==> config.mk <==
export PLATFORM = sky130hd
export DESIGN_NAME = md_hazard_ctrl
export DESIGN_NICKNAME = d
export VERILOG_FILES = /design/src/rtl/md_hazard_ctrl_pkg.sv /design/src/rtl/md_hazard_ctrl_busy_cnt.sv /design/src/rtl/md_hazard_ctrl.sv
export SDC_FILE = /design/constraint.sdc
export NUM_CORES = 1
export LEC_CHECK = 0
export BUFFER_PORTS_ARGS = -buffer_cell sky130_fd_sc_hd__buf_4
export CAP_MARGIN = 20
export CORE_UTILIZATION = 40
export CTS_BUF_LIST = sky130_fd_sc_hd__clkbuf_4 sky130_fd_sc_hd__clkbuf_8
export CTS_CLUSTER_DIAMETER = 50
export DETAILED_ROUTE_END_ITERATION = 7
export HOLD_SLACK_MARGIN = 0.15
export PLACE_DENSITY = 0.77
export SLEW_MARGIN = 20
export SYNTH_ARGS = -nofsm -noshare
export SYNTH_HDL_FRONTEND = slang
export SYNTH_SLANG_ARGS = --single-unit
==> constraint.sdc <==
create_clock -name clk -period 1.7 [get_ports clk]
set_input_delay 0.085 -clock clk [delete_from_list [all_inputs] [get_ports clk]]
set_output_delay 0.085 -clock clk [all_outputs]
set_load 0.1 [all_outputs]
==> src/rtl/md_hazard_ctrl_pkg.sv <==
// Shared definitions for the mult/div hazard controller: op codes,
// MDU latencies, the "never used" Tuse marker and the counter width.
package md_hazard_ctrl_pkg;

    localparam int CNT_W = 4;

    localparam logic [CNT_W-1:0] MULT_CYC   = 4'd5;
    localparam logic [CNT_W-1:0] DIV_CYC    = 4'd10;
    localparam logic [1:0]       TUSE_NEVER = 2'd3;

    // Codes 9..15 are not listed and behave exactly like MD_NONE.
    typedef enum logic [3:0] {
        MD_NONE  = 4'd0,
        MD_MULT  = 4'd1,
        MD_MULTU = 4'd2,
        MD_DIV   = 4'd3,
        MD_DIVU  = 4'd4,
        MD_MFHI  = 4'd5,
        MD_MFLO  = 4'd6,
        MD_MTHI  = 4'd7,
        MD_MTLO  = 4'd8
    } md_op_e;

    // True for the four ops that launch a multi-cycle MDU computation.
    function automatic logic md_is_start_op(input logic [3:0] op);
        return (op == MD_MULT) || (op == MD_MULTU) ||
               (op == MD_DIV)  || (op == MD_DIVU);
    endfunction

    // True for any op that touches the MDU or HI/LO.
    function automatic logic md_is_mdu_op(input logic [3:0] op);
        return (op >= 4'd1) && (op <= 4'd8);
    endfunction

    // Busy length launched by an op; zero for anything that does not start.
    function automatic logic [CNT_W-1:0] md_latency(input logic [3:0] op);
        logic [CNT_W-1:0] lat;
        lat = '0;
        if ((op == MD_MULT) || (op == MD_MULTU)) begin
            lat = MULT_CYC;
        end else if ((op == MD_DIV) || (op == MD_DIVU)) begin
            lat = DIV_CYC;
        end
        return lat;
    endfunction

endpackage

==> src/rtl/md_hazard_ctrl_busy_cnt.sv <==
// MDU busy counter: loads the op latency on a start, counts down to zero
// and saturates there. md_busy is high while the count is non-zero.
module md_busy_cnt
    import md_hazard_ctrl_pkg::*;
(
    input  logic       clk,
    input  logic       reset,
    input  logic       md_start,
    input  logic [3:0] start_op,
    output logic       md_busy
);

    logic [CNT_W-1:0] cnt_d;
    logic [CNT_W-1:0] cnt_q;

    // Next count: a new start always reloads (last start wins), else decrement to 0.
    always_comb begin
        cnt_d = cnt_q;
        if (md_start) begin
            cnt_d = md_latency(start_op);
        end else if (cnt_q != '0) begin
            cnt_d = cnt_q - CNT_W'(1);
        end
    end

    // Count register; reset aborts any computation in flight and beats a start.
    always_ff @(posedge clk) begin
        if (reset) begin
            cnt_q <= '0;
        end else begin
            cnt_q <= cnt_d;
        end
    end

    assign md_busy = (cnt_q != '0);

endmodule

==> src/rtl/md_hazard_ctrl.sv <==
// Front-end hazard controller: freezes F/D and bubbles D->E when D needs
// a result that is not ready yet or touches a busy MDU. E/M/W keep flowing,
// so an MDU start in E is issued regardless of the stall.
module md_hazard_ctrl
    import md_hazard_ctrl_pkg::*;
(
    input  logic       clk,
    input  logic       reset,
    input  logic [3:0] d_mdOp,
    input  logic [3:0] e_mdOp,
    input  logic [4:0] d_rs,
    input  logic [4:0] d_rt,
    input  logic [1:0] d_rs_tuse,
    input  logic [1:0] d_rt_tuse,
    input  logic [4:0] e_A3,
    input  logic [4:0] m_A3,
    input  logic       e_RegWrite,
    input  logic       m_RegWrite,
    input  logic [1:0] e_tnew,
    input  logic [1:0] m_tnew,
    output logic       md_start,
    output logic       md_busy,
    output logic       stall,
    output logic       pc_en,
    output logic       fd_en,
    output logic       de_clr
);

    logic md_stall;
    logic rs_stall;
    logic rt_stall;

    assign md_start = md_is_start_op(e_mdOp);

    md_busy_cnt u_busy_cnt (
        .clk      (clk),
        .reset    (reset),
        .md_start (md_start),
        .start_op (e_mdOp),
        .md_busy  (md_busy)
    );

    // MDU structural hazard: D touches HI/LO while the MDU is launching or busy.
    always_comb begin
        md_stall = 1'b0;
        if (md_is_mdu_op(d_mdOp) && (md_start || md_busy)) begin
            md_stall = 1'b1;
        end
    end

    // Data hazard on rs: a producer in E or M finishes later than D needs it.
    // $0 is never a real dependency; a Tuse of "never" can never stall.
    always_comb begin
        rs_stall = 1'b0;
        if ((d_rs != 5'd0) && (d_rs_tuse != TUSE_NEVER)) begin
            if ((d_rs == e_A3) && e_RegWrite && (d_rs_tuse < e_tnew)) begin
                rs_stall = 1'b1;
            end
            if ((d_rs == m_A3) && m_RegWrite && (d_rs_tuse < m_tnew)) begin
                rs_stall = 1'b1;
            end
        end
    end

    // Data hazard on rt, same rule as rs.
    always_comb begin
        rt_stall = 1'b0;
        if ((d_rt != 5'd0) && (d_rt_tuse != TUSE_NEVER)) begin
            if ((d_rt == e_A3) && e_RegWrite && (d_rt_tuse < e_tnew)) begin
                rt_stall = 1'b1;
            end
            if ((d_rt == m_A3) && m_RegWrite && (d_rt_tuse < m_tnew)) begin
                rt_stall = 1'b1;
            end
        end
    end

    // Front-end controls: hold PC and F/D, inject a bubble into D/E.
    always_comb begin
        stall  = md_stall | rs_stall | rt_stall;
        pc_en  = ~stall;
        fd_en  = ~stall;
        de_clr = stall;
    end

endmodule

==> results.toml <==
[status]
status = "finished with violations"
violations = "design-rule violations, negative setup slack"

[clocking]
root_buffer = "clkbuf_4"
cts_buffers = 3
cts_tree = "done"
worstSkewPairLatency_ps = 240
cts.sinks = 4
htreeDepth = 1
clkTransAtPathRegs_ps = 40
max-clock-path-buffers = 2

[timing]
fin_ws_ps = -115
fin_skew_ps = 5.93
tightest_slew_ps = 343
setup_viol_count_final = 4
setup_tns_ps = -247
rsz0062_at_grt = "yes"
hold_ws_ps = 237
timing.final.crit_share_pct = 107
finalMaxSlewViolations = 0
max_slew_margin_pct = 77.0
hold_violations = 0
fmax_ghz = 0.551
period_needed_ps = 1820

[yosys]
ys.flop_type = "dfxtp_1"
ys_seq_area_share_pct = 11.5
postSynth.asyncResetShare_pct = 0
synth_area_um2 = 698
synth_nets = 142
synth_top_area_cell = "xor2_1"
ys_top_cells_by_count = "xor2_1, xnor2_1, nor2_1"
ys_warn_count = 0
avgSynthCellArea_um2 = 7.27
synthTopCellsByArea = "xor2_1, xnor2_1, dfxtp_1"
yosys_register_bits = 4
netlist_instances = 96
synth_edf_count = 0
yosys.area.top_type_share_pct = 17.6
synth.distinct_cells = 21
yosys.cell_count.top_type = "xor2_1"

[worst_hold_path]
min_from = "e_mdOp[2]"
hold_class = "in2reg"
min_to = "u_busy_cnt.cnt_q[0]"
whs_path_depth = 4

[power_and_ir_drop]
pwr_density_cell_nw_per_um2 = 1480
power.leakage_uw = 0.000608
vdd_ir_drop_max_mv = 0.971

[cells_and_area]
nFillCells = 104
nNetsFinal = 205
largest_registers = "u_busy_cnt.cnt_q: 4 flops"
multi_input_area_um2 = 659
largest_reg_flops = 4
seqCellArea_um2 = 85.1
top_register = "u_busy_cnt.cnt_q"
n_antenna_cell = 0
drive_gt1_share_pct = 49.7
area_delta_synth_final_pct = 89.4
utilization_pct = 83.9

[placed_design]
finalWeightedCongestion = 0.868
dp_hpwl_um = 1840
place_ws_ps = -221
portBuffers = 45

[worst_setup_path]
startpoint_type = "register"
crit_required_ps = 1620
worst_path_max_delay_cell = "or3_4"
rrSetupSlack_ps = 340
crit_arrival_ps = 1730
critPathMaxStageDelay_ps = 370
path_class = "reg2out"
path_cells = "inv_4, ha_4, and2_4, clkinvlp_4, nor2_4, nor2_4, or3_4, buf_12"
cp_common_cell = "nor2_4"
end_kind = "primary output"
r2r-end = "u_busy_cnt.cnt_q[1]"
rr_worst_depth = 9
crit_fanout = 3
reg2reg_from = "u_busy_cnt.cnt_q[0]"

[detailed_routing]
wire_per_inst_um = 14.1
routed-wl-met2_um = 1200
wl_met3_um = 230
wl_met1_um = 1010
firstDrtPassIters = 6
drtAntennaViolNets = 0
routed_via_density = 5.54
top_layer = "met3"
num_vias = 958
drt_iter0_drc = 24
drc_errors = 3
finalWirelength_um = 2440

[flow_run]
cap_violations = 0

[global_routing]
overflow = 0
grt_max_degree = 6
grt_pass1_vias = 950
grt_pass1_wl_um = 3890
grt_usage_pct = 26.5
antenna_found_initial = 0

[floorplanning]
io_pins = 46
placementRows = 14
start_util_pct = 44.3
die_w_um = 43.8
core_um2 = 1580
die_y_um = 43.8
dieArea_um2 = 1920
## cells by family (layout without fill, tap and decap cells)
group	after synthesis	count (layout)	share of synthesized area, %
AND/OR/NAND/NOR	38	38	28.5
XOR/XNOR	24	24	30.1
AO/OA/AOI/OAI	15	15	13.3
buffers and inverters	9	70	5.91
adder cells (fa/ha/maj)	6	6	10.8
flip-flops	4	4	11.5
## worst max-delay path, delay by kind of cell (launching register included)
kind	cells	cell delay (ps)
buffers and inverters	3	340
flip-flops	1	350
AND/OR/NAND/NOR	4	690
adder cells (fa/ha/maj)	1	110
## stage by stage
step                cell area [um^2]  std cells  power, uW
detailed placement              1160        163       1560
global placement                1160        163       1530
finish                          1320        173       1960
floorplan                        787         96       1310
CTS                             1270        171       1850
global route                    1320        173       2080
## metal layers
metal | up-vias | track usage [%]
li1 | 460 | -
met1 | 433 | 35.1
met2 | 65 | 45.1
met3 | 0 | 6.67
met4 | 0 | 1.88
met5 | - | 0
## how the worst max path moves through the flow
stage,startpoint,endpoint,slack (ps),cells after the start
2_1_floorplan,u_busy_cnt.cnt_q[1],pc_en,-900,8
3_3_place_gp,d_rs_tuse[1],de_clr,-210,9
3_5_place_dp,d_rs_tuse[1],de_clr,-220,9
4_1_cts,u_busy_cnt.cnt_q[1],de_clr,-110,8
5_1_grt,u_busy_cnt.cnt_q[0],stall,-180,8
6_report,u_busy_cnt.cnt_q[0],de_clr,-120,8
## cell usage in the layout, fill, tap and decap left out, types with 3 or more instances in the layout
master    count
nand2b_1      5
buf_12        4
o21ai_0       7
nand4_1       4
nor3_1        5
a211oi_1      3
inv_1         4
buf_4        55
xor2_1       14
ha_1          5
nor2_1        7
nand2_1       4
xnor2_1      10
clkbuf_4      3
## repair_timing
| item | 4_1_cts | 5_1_grt |
|---|---|---|
| setup buffers | 4 | 2 |
| hold buffers | 1 | 0 |
| endpoints found under the setup margin | 4 | 4 |
| cloned | 0 | 0 |
| resized for setup | 10 | 8 |
| pin swaps | 1 | 8 |
| endpoints found under the hold margin | 4 | 0 |
## power by group
group	total (uW)	internal, uW	leakage, uW	switching, uW
clock network	126	79.5	0.0000138	46.6
logic	1630	676	0.000560	955
registers	203	155	0.0000341	48.3
total	1960	910	0.000608	1050
## final cells by class
cell class	instances	area share [%]
repair buffers	60	38.0
clock buffers	3	1.70
inverters	7	2.46
multi-input cells	83	49.9
well taps	16	1.51
flip-flops and latches	4	6.43
Power figures use the tool's default switching activity.
